<file path="src/rtl/agu_2d_if.sv">
// agu_2d_if: bus between the matrix-op controller and the 2-D address
// generation unit.
//   clr_en, add_en   per-channel load / advance strobes (controller -> AGU)
//   cfg_*            packed per-channel configuration (controller -> AGU)
//   addr             packed per-channel registered address (AGU -> controller)
//   row_last, done   per-channel status (AGU -> controller)
// Channel i occupies slice [i*W +: W] of every packed bus.
interface agu_2d_if #(
   parameter int ADDR_WIDTH = 14,
   parameter int NUM_CH     = 4,
   parameter int CNT_WIDTH  = 10
);
   logic [NUM_CH-1:0]            clr_en;
   logic [NUM_CH-1:0]            add_en;
   logic [NUM_CH*ADDR_WIDTH-1:0] cfg_start;
   logic [NUM_CH*ADDR_WIDTH-1:0] cfg_stride_in;
   logic [NUM_CH*ADDR_WIDTH-1:0] cfg_stride_out;
   logic [NUM_CH*CNT_WIDTH-1:0]  cfg_len_in;
   logic [NUM_CH*CNT_WIDTH-1:0]  cfg_len_out;
   logic [NUM_CH*ADDR_WIDTH-1:0] addr;
   logic [NUM_CH-1:0]            row_last;
   logic [NUM_CH-1:0]            done;

   modport master (
      output clr_en, add_en, cfg_start, cfg_stride_in, cfg_stride_out,
             cfg_len_in, cfg_len_out,
      input  addr, row_last, done
   );

   modport slave (
      input  clr_en, add_en, cfg_start, cfg_stride_in, cfg_stride_out,
             cfg_len_in, cfg_len_out,
      output addr, row_last, done
   );
endinterface

</file>
<file path="src/rtl/agu_2d.sv">
// agu_2d: multi-channel 2-D address generation unit.
// Each channel walks an inner loop (stride_in, len_in+1 iterations) nested
// in an outer loop (stride_out applied to the row base, len_out+1 rows).
// Ports:
//   clk   clock
//   rstn  asynchronous active-low reset
//   bus   agu_2d_if.slave: clr_en/add_en strobes, cfg_* buses in,
//         addr/row_last/done out
// Build option: define AGU_WRAP_EN to make a finished pattern reload its
// start address and continue (done pulses one cycle); otherwise done is
// sticky and the channel freezes until the next clr_en.
module agu_2d #(
   parameter int ADDR_WIDTH = 14,
   parameter int NUM_CH     = 4,
   parameter int CNT_WIDTH  = 10
) (
   input logic     clk,
   input logic     rstn,
   agu_2d_if.slave bus
);

   logic [ADDR_WIDTH-1:0] addr_ch [NUM_CH];
   logic [NUM_CH-1:0]     row_last_ch;
   logic [NUM_CH-1:0]     done_ch;

   for (genvar i = 0; i < NUM_CH; i++) begin : g_ch
      logic [ADDR_WIDTH-1:0] addr_q, base_q, si_q, so_q;
      logic [CNT_WIDTH-1:0]  icnt_q, ocnt_q, li_q, lo_q;
      logic                  done_q;
      logic                  inner_end, outer_end, step;
`ifdef AGU_WRAP_EN
      logic [ADDR_WIDTH-1:0] start_q;
`endif

      assign inner_end = (icnt_q == li_q);
      assign outer_end = (ocnt_q == lo_q);

`ifdef AGU_WRAP_EN
      assign step           = bus.add_en[i];
      assign row_last_ch[i] = inner_end;
`else
      assign step           = bus.add_en[i] & ~done_q;
      assign row_last_ch[i] = inner_end & ~done_q;
`endif

      always_ff @(posedge clk or negedge rstn) begin
         if (!rstn) begin
            addr_q <= '0;
            base_q <= '0;
            si_q   <= '0;
            so_q   <= '0;
            icnt_q <= '0;
            ocnt_q <= '0;
            li_q   <= '0;
            lo_q   <= '0;
            done_q <= 1'b0;
`ifdef AGU_WRAP_EN
            start_q <= '0;
`endif
         end else if (bus.clr_en[i]) begin
            addr_q <= bus.cfg_start[i*ADDR_WIDTH +: ADDR_WIDTH];
            base_q <= bus.cfg_start[i*ADDR_WIDTH +: ADDR_WIDTH];
            si_q   <= bus.cfg_stride_in[i*ADDR_WIDTH +: ADDR_WIDTH];
            so_q   <= bus.cfg_stride_out[i*ADDR_WIDTH +: ADDR_WIDTH];
            li_q   <= bus.cfg_len_in[i*CNT_WIDTH +: CNT_WIDTH];
            lo_q   <= bus.cfg_len_out[i*CNT_WIDTH +: CNT_WIDTH];
            icnt_q <= '0;
            ocnt_q <= '0;
            done_q <= 1'b0;
`ifdef AGU_WRAP_EN
            start_q <= bus.cfg_start[i*ADDR_WIDTH +: ADDR_WIDTH];
`endif
         end else begin
`ifdef AGU_WRAP_EN
            // done is a one-cycle pulse in circular mode
            done_q <= 1'b0;
`endif
            if (step) begin
               if (!inner_end) begin
                  icnt_q <= icnt_q + CNT_WIDTH'(1);
                  addr_q <= addr_q + si_q;
               end else if (!outer_end) begin
                  // next row starts from the advanced base, not from addr
                  icnt_q <= '0;
                  ocnt_q <= ocnt_q + CNT_WIDTH'(1);
                  base_q <= base_q + so_q;
                  addr_q <= base_q + so_q;
               end else begin
`ifdef AGU_WRAP_EN
                  addr_q <= start_q;
                  base_q <= start_q;
                  icnt_q <= '0;
                  ocnt_q <= '0;
`endif
                  done_q <= 1'b1;
               end
            end
         end
      end

      assign addr_ch[i] = addr_q;
      assign done_ch[i] = done_q;
   end

   always_comb begin
      bus.addr = '0;
      for (int unsigned i = 0; i < NUM_CH; i++) begin
         bus.addr[i*ADDR_WIDTH +: ADDR_WIDTH] = addr_ch[i];
      end
   end

   assign bus.row_last = row_last_ch;
   assign bus.done     = done_ch;

endmodule

</file>
<file path="src/flat_wrapper.sv">
// flat-port wrapper written by rule: the top's interface ports become plain ports
module agu_2d_flat 
#(
   parameter int ADDR_WIDTH = 14,
   parameter int NUM_CH     = 4,
   parameter int CNT_WIDTH  = 10
)
  (clk, rstn, bus_clr_en, bus_add_en, bus_cfg_start, bus_cfg_stride_in, bus_cfg_stride_out, bus_cfg_len_in, bus_cfg_len_out, bus_addr, bus_row_last, bus_done);
  agu_2d_if #(.ADDR_WIDTH(ADDR_WIDTH), .NUM_CH(NUM_CH), .CNT_WIDTH(CNT_WIDTH)) bus_i ();
  input logic clk;
  input logic rstn;
  input wire logic [$bits(bus_i.clr_en)-1:0] bus_clr_en;
  input wire logic [$bits(bus_i.add_en)-1:0] bus_add_en;
  input wire logic [$bits(bus_i.cfg_start)-1:0] bus_cfg_start;
  input wire logic [$bits(bus_i.cfg_stride_in)-1:0] bus_cfg_stride_in;
  input wire logic [$bits(bus_i.cfg_stride_out)-1:0] bus_cfg_stride_out;
  input wire logic [$bits(bus_i.cfg_len_in)-1:0] bus_cfg_len_in;
  input wire logic [$bits(bus_i.cfg_len_out)-1:0] bus_cfg_len_out;
  output wire logic [$bits(bus_i.addr)-1:0] bus_addr;
  output wire logic [$bits(bus_i.row_last)-1:0] bus_row_last;
  output wire logic [$bits(bus_i.done)-1:0] bus_done;
  assign bus_i.clr_en = bus_clr_en;
  assign bus_i.add_en = bus_add_en;
  assign bus_i.cfg_start = bus_cfg_start;
  assign bus_i.cfg_stride_in = bus_cfg_stride_in;
  assign bus_i.cfg_stride_out = bus_cfg_stride_out;
  assign bus_i.cfg_len_in = bus_cfg_len_in;
  assign bus_i.cfg_len_out = bus_cfg_len_out;
  assign bus_addr = bus_i.addr;
  assign bus_row_last = bus_i.row_last;
  assign bus_done = bus_i.done;
  agu_2d #(.ADDR_WIDTH(ADDR_WIDTH), .NUM_CH(NUM_CH), .CNT_WIDTH(CNT_WIDTH)) u_core (.clk(clk), .rstn(rstn), .bus(bus_i));
endmodule
</file>
<file path="config.mk">
export PLATFORM = sky130hd
export DESIGN_NAME = agu_2d_flat
export DESIGN_NICKNAME = d
export VERILOG_FILES = /design/src/rtl/agu_2d_if.sv /design/src/rtl/agu_2d.sv /design/src/flat_wrapper.sv
export SDC_FILE = /design/constraint.sdc
export NUM_CORES = 1
export LEC_CHECK = 0
export ABC_CLOCK_PERIOD_IN_PS = 7500
export BUFFER_PORTS_ARGS = -buffer_cell sky130_fd_sc_hd__buf_4
export CAP_MARGIN = 20
export CELL_PAD_IN_SITES_DETAIL_PLACEMENT = 1
export CELL_PAD_IN_SITES_GLOBAL_PLACEMENT = 2
export CORE_UTILIZATION = 41
export CTS_BUF_LIST = sky130_fd_sc_hd__clkbuf_4 sky130_fd_sc_hd__clkbuf_8
export DETAILED_ROUTE_END_ITERATION = 16
export PLACE_DENSITY = 0.89
export SLEW_MARGIN = 20
export SYNTH_ARGS = -nofsm -noshare
export SYNTH_HDL_FRONTEND = slang
export SYNTH_SLANG_ARGS = --single-unit
</file>
<file path="constraint.sdc">
create_clock -name clk -period 7.5 [get_ports clk]
set_clock_uncertainty 0.15 [all_clocks]
set_input_delay 1.5 -clock clk [delete_from_list [all_inputs] [get_ports clk]]
set_output_delay 1.5 -clock clk [all_outputs]
set_load 0.1 [all_outputs]
</file>
==> results of run 1 <==
sequential cells by signal (all words and copies together), names as in the netlist:
signal / flops
u_core.g_ch.addr_q: 56
u_core.g_ch.base_q: 56
u_core.g_ch.si_q: 56
u_core.g_ch.so_q: 56
u_core.g_ch.icnt_q: 40
u_core.g_ch.li_q: 40
u_core.g_ch.lo_q: 40
u_core.g_ch.ocnt_q: 40
u_core.g_ch.done_q: 4
final cells by class:
| cell class | count | area (um^2) | share of cell area |
|---|---|---|---|
| diodes | 1 | 2.50 | 0.0000931 |
| clock inverters | 18 | 156 | 0.00582 |
| repair buffers | 337 | 2560 | 0.0953 |
| well taps | 688 | 861 | 0.0320 |
| clock buffers | 119 | 1530 | 0.0569 |
| inverters | 39 | 146 | 0.00544 |
| multi-input cells | 1632 | 11900 | 0.443 |
| flip-flops and latches | 388 | 9710 | 0.361 |
cells in the mapped netlist, types with 24 or more instances:
master | number | area, um^2
nand4_1 | 37 | 231
nor3_1 | 29 | 145
dfrtp_1 | 388 | 9710
clkbuf_1 | 65 | 244
xor2_1 | 133 | 1160
mux2_2 | 199 | 2240
nand3_1 | 38 | 190
ha_1 | 112 | 1400
a21o_1 | 40 | 300
o21ai_0 | 125 | 626
a31oi_1 | 24 | 150
inv_1 | 36 | 135
mux2i_1 | 54 | 541
xnor2_1 | 81 | 709
a211oi_1 | 26 | 195
a21oi_1 | 125 | 626
nand2_1 | 175 | 657
nor2_1 | 177 | 664
and3_1 | 24 | 150
final timing paths:
kind | start | end | slack [ns]
setup / recovery | u_core.g_ch[3].icnt_q[2]$_DFFE_PN0P_ | bus_row_last[3] | 3.38
hold / removal | u_core.g_ch[3].base_q[2]$_DFFE_PN0P_ | u_core.g_ch[3].base_q[2]$_DFFE_PN0P_ | 0.34
setup reg to reg | u_core.g_ch[1].so_q[0]$_DFFE_PN0P_ | u_core.g_ch[1].addr_q[12]$_DFFE_PN0P_ | 3.90
hold reg to reg | u_core.g_ch[3].base_q[2]$_DFFE_PN0P_ | u_core.g_ch[3].base_q[2]$_DFFE_PN0P_ | 0.34
max in group asynchronous | rstn | u_core.g_ch[1].so_q[8]$_DFFE_PN0P_ | 5.11
min in group asynchronous | rstn | u_core.g_ch[0].lo_q[8]$_DFFE_PN0P_ | 0.67
per-stage QoR:
| step | setup WS (ns) | instances |
|---|---|---|
| 2_1_floorplan | 2.98 | 2144 |
| 3_3_place_gp | 3.15 | 3084 |
| 3_5_place_dp | 3.09 | 3084 |
| 4_1_cts | 3.31 | 3221 |
| 5_1_grt | 3.19 | 3221 |
| 6_report | 3.38 | 3222 |
routing by layer:
metal / track usage / up-vias / routed length (um)
met5: 0 / - / 31
met4: 0.0883 / 4 / 2200
met3: 0.0435 / 147 / 2740
met2: 0.398 / 400 / 31300
met1: 0.317 / 8879 / 29200
li1: - / 8390 / -
logic make-up (layout without fill, tap and decap cells):
group,count (synthesis),in the layout,synth area share
mux,253,253,0.126
simple gates,564,564,0.118
other cells,0,1,0
compound gates,481,481,0.139
flops,388,388,0.439
fa+ha+maj,120,120,0.0706
buf+inv,124,513,0.0228
xor+xnor,214,214,0.0847
worst reg2reg max path: cells and delay by family (launching register included):
family | cells | cell delay, ns
AOI/OAI and AO/OA | 7 | 2.11
and+or+nand+nor | 1 | 0.10
adders and majority gates | 2 | 0.70
DFF | 1 | 0.40
power by group:
group / internal (mW) / switching (mW) / leakage (nW)
clock: 1.37 / 0.970 / 0.897
combinational: 1.01 / 1.77 / 6.72
sequential: 2.33 / 0.235 / 4.74
total: 4.71 / 2.97 / 12.3
==> flow_summary.yaml, run 1 <==
synth:
  async_flop_share: 1.00
  synthCells: 2144
  syn_nets: 2522
  yosysSeqAreaShare: 0.439
  synth_seq_cells: 388
  synth_ff_type: "dfrtp_1"
  syn_area_mm2: 0.0221
  yosys_warnings: 0
  synth_edf_count: 0
  avgSynthCellArea_um2: 10.3
  synth_cell_types: 75
final_layout:
  fillCellCount: 5892
  layout_commonest_cell: "dfrtp_1"
  most-common-layout-cells: "dfrtp_1 (388), buf_4 (334), mux2_2 (199), nor2_1 (177), nand2_1 (175)"
  nets: 2851
  drive_gt1_frac: 0.276
  syn_to_final_growth_pct: 21.6
  fin_area_mm2: 0.0269
  post-route-util: 0.508
timing:
  period_minus_slack_ns: 4.12
  rsz0062_at_grt: "no"
  final_max_slew_viol_count: 0
  tns_ns: 0
  worst_pin_slew_ns: 1.09
  hold_ws_ns: 0.340
  slew_headroom: 0.274
  finalHoldViolCount: 0
  setup_violations: 0
  fmax_ghz: 0.243
  fin_crit_sh: 0.549
clocking:
  cts_resized: 0
  clkLatencyLatePin_ns: 0.66
  cts_buffers: 75
  cts_max_level: 3
  clk_pin_slew_ns: 0.06
  cts_buffer_depth: 3
  ctsHoldBuffers: 0
  cts_tree: "done"
  cts_setup_buffers: 0
  cts-root-buf: "clkbuf_8"
  clkSinkCount: 388
grt:
  grt_pass1_vias: 19300
  track_usage: 0.242
  grt_pass1_wl_mm: 105
  globalRouteOverflowTotal: 0
  antenna_found_initial: 3
  grt_start_max_net_pins: 169
setup_path:
  worstPathRequired_ns: 5.85
  crit_chain: "xor2_1, nor4_1, nand4_1, buf_4, nor2_1, buf_4"
  worst-path-buf-inv: 2
  rr_worst_depth: 10
  max_stage_delay_ns: 0.48
  cp_max_fo: 20
  cp_data_arrival_time_ns: 2.47
  critPathLaunchType: "register"
  crit_cells: 6
  worst_setup_path_end_kind: "output pin"
  critPathKind: "register to output pin"
  crit_family: "simple AND/OR/NAND/NOR gates"
  worst_path_most_repeated_cell: "buf_4"
  cp_slowest_cell: "dfrtp_1"
power_and_ir_drop:
  power.leakage_nw: 12.3
  total_power_mw: 7.68
  ir_drop_uv: 331
  power_density_mw_per_mm2: 286
hold_path:
  hold_path_depth: 2
  holdCritPathClass: "register to register"
floorplan:
  dieArea_mm2: 0.0549
  dieHeight_um: 234
  rows: 84
  initial_core_util: 0.418
  die_w_um: 234
  ioPinCount: 322
  core_mm2: 0.0530
routing:
  wl_mm: 65.5
  drt_iter0_drc: 859
  viasPerCell: 5.53
  first_pass_iters: 5
  drc: 0
  wl_per_cell_um: 20.3
  vias: 17800
  drtAntennaViolNets: 0
placed_design:
  dpl.hpwl_mm: 48.6
  place_congestion: 0.870
  place_area_mm2: 0.0252
  place.port_buffers: 321
run:
  maxCapViolCount: 0
run_status:
  status: "finished, final reports clean"
Power figures use the tool's default switching activity.
==> run 2, diff against run 1 <==
--- a/config.mk
+++ b/config.mk
@@ -5,15 +5,15 @@
 export SDC_FILE = /design/constraint.sdc
 export NUM_CORES = 1
 export LEC_CHECK = 0
-export ABC_CLOCK_PERIOD_IN_PS = 7500
+export ABC_CLOCK_PERIOD_IN_PS = 3450
 export BUFFER_PORTS_ARGS = -buffer_cell sky130_fd_sc_hd__buf_4
 export CAP_MARGIN = 20
 export CELL_PAD_IN_SITES_DETAIL_PLACEMENT = 1
 export CELL_PAD_IN_SITES_GLOBAL_PLACEMENT = 2
-export CORE_UTILIZATION = 41
+export CORE_UTILIZATION = 35
 export CTS_BUF_LIST = sky130_fd_sc_hd__clkbuf_4 sky130_fd_sc_hd__clkbuf_8
 export DETAILED_ROUTE_END_ITERATION = 16
-export PLACE_DENSITY = 0.89
+export PLACE_DENSITY = 0.81
 export SLEW_MARGIN = 20
 export SYNTH_ARGS = -nofsm -noshare
 export SYNTH_HDL_FRONTEND = slang
==> constraint.sdc (replaced) <==
create_clock -name clk -period 3.45 [get_ports clk]
set_clock_uncertainty 0.15 [all_clocks]
set_input_delay 0.69 -clock clk [delete_from_list [all_inputs] [get_ports clk]]
set_output_delay 0.69 -clock clk [all_outputs]
set_load 0.1 [all_outputs]
==> run 2 against run 1 <==
Against the previous run: via count increased by 0.23%; count of clock-buffer cells in the layout fell by 9; critical endpoint is now bus_row_last[2]; die area grew 17%; global-route usage fell by 3.1 points; sequential share of layout area decreased by 0.46 points; critical path depth unchanged; utilization fell by 6.9 points; clock power rose by 110%; largest cell class unchanged.
==> flow_summary.yaml, run 2 (synthesis results as in run 1) <==
floorplan:
  rows: 91
  dieArea_mm2: 0.0642
  core_mm2: 0.0621
  initial_core_util: 0.356
  die_w_um: 253
  ioPinCount: 322
  dieHeight_um: 253
run_status:
  status: "finished, final reports clean"
power_and_ir_drop:
  p_clk_frac: 0.295
  ir_drop_uv: 477
  power_density_mw_per_mm2: 606
  swShare: 0.396
  p_switching_mw: 6.54
  pwr-share-seq: 0.337
  p_int_mw: 9.97
  combPwrFrac: 0.368
  power.leakage_nw: 12.4
clocking:
  cts-root-buf: "clkbuf_8"
  cts_buffer_depth: 3
  clkSinkCount: 388
  cts_max_level: 3
  clkLatencyLatePin_ns: 0.68
  cts_tree: "done"
  clk_pin_slew_ns: 0.06
  cts_buffers: 75
routing:
  vias: 17900
  drt_iter0_drc: 793
  wl_per_cell_um: 19.7
  drc: 0
  first_pass_iters: 4
  viasPerCell: 5.27
  wl_mm: 66.9
  drtAntennaViolNets: 0
timing:
  tns_ns: 0
  worst_pin_slew_ns: 0.930
  finalHoldViolCount: 0
  setup_violations: 0
  slew_headroom: 0.375
  worst_slack_ns: 0.207
  fmax_ghz: 0.308
  period_minus_slack_ns: 3.24
  hold_ws_ns: 0.0885
  rsz0062_at_grt: "no"
  final_max_slew_viol_count: 0
  fin_crit_sh: 0.940
hold_path:
  hp-start: "bus_cfg_stride_in[15]"
  holdCritPathClass: "input port to register"
final_layout:
  nets: 2880
  drive_gt1_frac: 0.286
  syn_to_final_growth_pct: 23.2
  most-common-layout-cells: "dfrtp_1 (387), buf_4 (358), mux2_2 (199), nand2_1 (175), nor2_1 (173)"
  instances_no_fill: 3391
  fin_area_mm2: 0.0272
  layout_commonest_cell: "dfrtp_1"
placed_design:
  place_congestion: 0.859
  place_area_mm2: 0.0256
  dp_slack_ns: 0.119
  dpl.hpwl_mm: 50.0
  place.port_buffers: 321
  dpl.cell_count: 3253
setup_path:
  critPathLaunchType: "register"
  cp_max_fo: 17
  worstPathRequired_ns: 2.61
  crit_start: "u_core.g_ch[2].icnt_q[6]$_DFFE_PN0P_"
  worst_setup_path_end_kind: "output pin"
  cp_data_arrival_time_ns: 2.40
  r2r_start: "u_core.g_ch[2].addr_q[1]$_DFFE_PN0P_"
  critPathKind: "register to output pin"
grt:
  globalRouteOverflowTotal: 0
  grt_start_max_net_pins: 72
  track_usage: 0.211
  antenna_found_initial: 5
  grt_pass1_wl_mm: 107
  grt_pass1_vias: 19500
run:
  maxCapViolCount: 0
[run 2: changes by cell type in the layout (fill, tap and decap cells not counted), moves of 3 or more]
cell and delta:
buf_4 +24, clkbuf_8 -13, clkbuf_4 +4, nor2_1 -4, nor2_2 +4, clkinv_8 +3
inv_8 +3, nor4_1 -3, nor4_2 +3
[run 2: cell type report]
type | instances | area, um^2
clock inverter | 18 | 174
multi-input combinational | 1632 | 12000
fill | 6975 | 34800
antenna | 1 | 2.50
clock buffer | 110 | 1380
inverter | 39 | 146
tap | 837 | 1050
sequential | 388 | 9710
timing repair buffer | 366 | 2820
[run 2: per-stage QoR]
stage	total power, mW	utilization
3_3_place_gp	11.5	0.412
6_report	16.5	0.439
5_1_grt	17.4	0.439
3_5_place_dp	11.7	0.412
2_1_floorplan	9.87	-
4_1_cts	16.7	0.438
[run 2: power groups by stage]
stage | Sequential [mW] | Clock [mW] | Combinational [mW]
finish | 5.56 | 4.87 | 6.07
detailed placement | 5.64 | 0 | 6.04
CTS | 5.56 | 5.05 | 6.07
global route | 5.62 | 5.22 | 6.59
global placement | 5.62 | 0 | 5.89
floorplan | 6.73 | 0 | 3.14
[run 2: path summary, 6_finish.rpt]
check	end	slack, ns	depth (start not counted)
setup reg to reg	u_core.g_ch[2].addr_q[13]$_DFFE_PN0P_	0.25	9
hold reg to reg	u_core.g_ch[3].base_q[2]$_DFFE_PN0P_	0.34	2
hold / removal	u_core.g_ch[1].si_q[1]$_DFFE_PN0P_	0.09	2
max in group asynchronous	u_core.g_ch[1].lo_q[5]$_DFFE_PN0P_	1.83	3
min in group asynchronous	u_core.g_ch[3].addr_q[11]$_DFFE_PN0P_	0.46	2
setup / recovery	bus_row_last[2]	0.21	6
[run 2: repair_timing]
action                                  4_1_cts  5_1_grt
pin swaps                                     3        2
endpoints found under the setup margin        3        7
resized for setup                             0        8
hold endpoints to repair                     55        0
gates cloned                                  0        0
hold buffers                                  1        0
buffers inserted                              3        5
[run 2: critical path, stage by stage, from the launching register on]
cell and delay [ns]:
dfrtp_1 0.42, xor2_1 0.20, nor4_2 0.31, nand4_1 0.16, buf_4 0.26, nor2_2 0.11, buf_4 0.29
[run 2: per-layer routing]
layer	vias up	track usage	wire length [um]
met2	352	0.358	33100
met1	8939	0.269	29400
met5	-	0	62
met3	118	0.0395	2680
met4	8	0.0655	1720
li1	8444	-	-
==> run 3, diff against run 2 <==
--- a/config.mk
+++ b/config.mk
@@ -13,7 +13,8 @@
 export CORE_UTILIZATION = 35
 export CTS_BUF_LIST = sky130_fd_sc_hd__clkbuf_4 sky130_fd_sc_hd__clkbuf_8
 export DETAILED_ROUTE_END_ITERATION = 16
-export PLACE_DENSITY = 0.81
+export PLACE_DENSITY = 0.89
+export SKIP_LAST_GASP = 1
 export SLEW_MARGIN = 20
 export SYNTH_ARGS = -nofsm -noshare
 export SYNTH_HDL_FRONTEND = slang
==> run 3 against run 2 <==
Against the previous run: global-route usage up 0.22 points; utilization grew 0.18 points; highest routed layer unchanged; power is 1.3% higher; via count grew 1.1%; critical path type unchanged.
==> flow_summary.yaml, run 3 (synthesis results as in run 1) <==
placed_design:
  place_congestion: 0.874
  place.port_buffers: 321
  dp_slack_ns: 0.0444
  dpl.cell_count: 3259
  dpl.hpwl_mm: 51.0
grt:
  globalRouteOverflowTotal: 0
  track_usage: 0.213
  antenna_found_initial: 10
  grt_pass1_vias: 19800
  grt_start_max_net_pins: 65
  grt_pass1_wl_mm: 108
clocking:
  clk_pin_slew_ns: 0.06
  clkLatencyLatePin_ns: 0.65
  cts_buffer_depth: 3
  clkSinkCount: 388
  cts_tree: "done"
  cts_buffers: 76
  cts_max_level: 3
  cts-root-buf: "clkbuf_8"
setup_path:
  worst_path_most_repeated_cell: "buf_4"
  critPathKind: "register to output pin"
  worst_setup_path_end_kind: "output pin"
  worstPathRequired_ns: 2.61
  cp_data_arrival_time_ns: 2.50
  cp_max_fo: 20
  crit_family: "simple AND/OR/NAND/NOR gates"
  r2r_start: "u_core.g_ch[3].so_q[0]$_DFFE_PN0P_"
  worst-path-buf-inv: 2
  cp_slowest_cell: "dfrtp_1"
  critPathLaunchType: "register"
  crit_start: "u_core.g_ch[3].icnt_q[2]$_DFFE_PN0P_"
  max_stage_delay_ns: 0.47
  crit_chain: "xor2_1, nor4_2, nand4_1, buf_4, nor2_2, buf_4"
floorplan:
  core_mm2: 0.0621
  dieHeight_um: 253
  rows: 91
  die_w_um: 253
  dieArea_mm2: 0.0642
  initial_core_util: 0.356
  ioPinCount: 322
timing:
  tns_ns: 0
  period_minus_slack_ns: 3.34
  worst_pin_slew_ns: 0.725
  hold_ws_ns: 0.120
  rsz0062_at_grt: "yes"
  worst_slack_ns: 0.110
  slew_headroom: 0.517
  fin_crit_sh: 0.968
  final_max_slew_viol_count: 0
  setup_violations: 0
  finalHoldViolCount: 0
  fmax_ghz: 0.299
power_and_ir_drop:
  p_int_mw: 10.2
  pwr-share-seq: 0.333
  combPwrFrac: 0.364
  power.leakage_nw: 12.5
  ir_drop_uv: 704
  swShare: 0.387
  p_switching_mw: 6.46
  p_clk_frac: 0.303
  power_density_mw_per_mm2: 611
routing:
  viasPerCell: 5.31
  drc: 0
  wl_mm: 67.8
  drtAntennaViolNets: 0
  drt_iter0_drc: 747
  vias: 18100
  wl_per_cell_um: 19.9
  first_pass_iters: 4
final_layout:
  syn_to_final_growth_pct: 23.7
  most-common-layout-cells: "dfrtp_1 (387), buf_4 (357), mux2_2 (199), nand2_1 (175), nor2_1 (173)"
  instances_no_fill: 3401
  layout_commonest_cell: "dfrtp_1"
  nets: 2881
  drive_gt1_frac: 0.286
hold_path:
  holdCritPathClass: "input port to register"
  hp-start: "bus_cfg_stride_out[27]"
run_status:
  status: "finished, final reports clean"
run:
  maxCapViolCount: 0
-- run 3: cell types whose count changed in the layout (fill, tap and decap cells not counted), moves of 2 or more --
cell,previous run,this run
buf_12,4,6
clkinvlp_4,1,5
clkbuf_8,89,98
diode_2,1,4
clkinv_2,9,5
clkinv_8,3,0
clkbuf_4,21,24
inv_8,3,0
-- run 3: tightest hold or removal path, stage by stage --
cell	delay, ns
buf_4	0.08
nand2_1	0.05
o21ai_0	0.06
-- run 3: final timing paths --
path,to,slack (ns),cells after the start
worst max-delay path,bus_row_last[3],0.11,6
worst min-delay path,u_core.g_ch[1].so_q[13]$_DFFE_PN0P_,0.12,3
worst max register to register,u_core.g_ch[3].base_q[12]$_DFFE_PN0P_,0.20,10
worst min register to register,u_core.g_ch[3].base_q[5]$_DFFE_PN0P_,0.34,2
max in group asynchronous,u_core.g_ch[2].lo_q[6]$_DFFE_PN0P_,1.86,3
min in group asynchronous,u_core.g_ch[0].li_q[9]$_DFFE_PN0P_,0.47,2
-- run 3: cell type report --
cell class | instances | area [um^2]
antenna | 4 | 10.0
clock buffer | 122 | 1530
clock inverter | 13 | 131
fill | 6998 | 34700
inverter | 39 | 146
multi-input combinational | 1632 | 11900
sequential | 388 | 9710
tap | 837 | 1050
timing repair buffer | 366 | 2840
-- run 3: metrics by stage --
step	total power [mW]	area, um^2	util
floorplan	9.87	22100	-
global route	17.6	27400	0.441
CTS	16.9	27300	0.440
detailed placement	11.7	25600	0.413
finish	16.7	27400	0.441
global placement	11.5	25600	0.413
-- run 3: what timing repair did --
| item | 4_1_cts | 5_1_grt |
|---|---|---|
| gates resized for setup | 0 | 4 |
| hold buffers | 1 | 0 |
| setup buffers | 1 | 1 |
| setup endpoints to repair | 1 | 6 |
| endpoints found under the hold margin | 52 | 0 |
| pin swaps | 1 | 1 |
-- run 3: power by group through the flow --
stage,combinational [mW],sequential [mW],clock [mW]
3_3_place_gp,5.85,5.61,0
6_report,6.08,5.56,5.07
3_5_place_dp,6.04,5.63,0
2_1_floorplan,3.14,6.73,0
5_1_grt,6.57,5.62,5.44
4_1_cts,6.09,5.56,5.26
-- run 3: per-layer routing --
layer | track usage | up-vias | routed length, um
met5 | 0 | - | 86
li1 | - | 8459 | -
met2 | 0.361 | 408 | 33100
met3 | 0.0444 | 136 | 3290
met1 | 0.263 | 9047 | 29100
met4 | 0.0821 | 12 | 2140
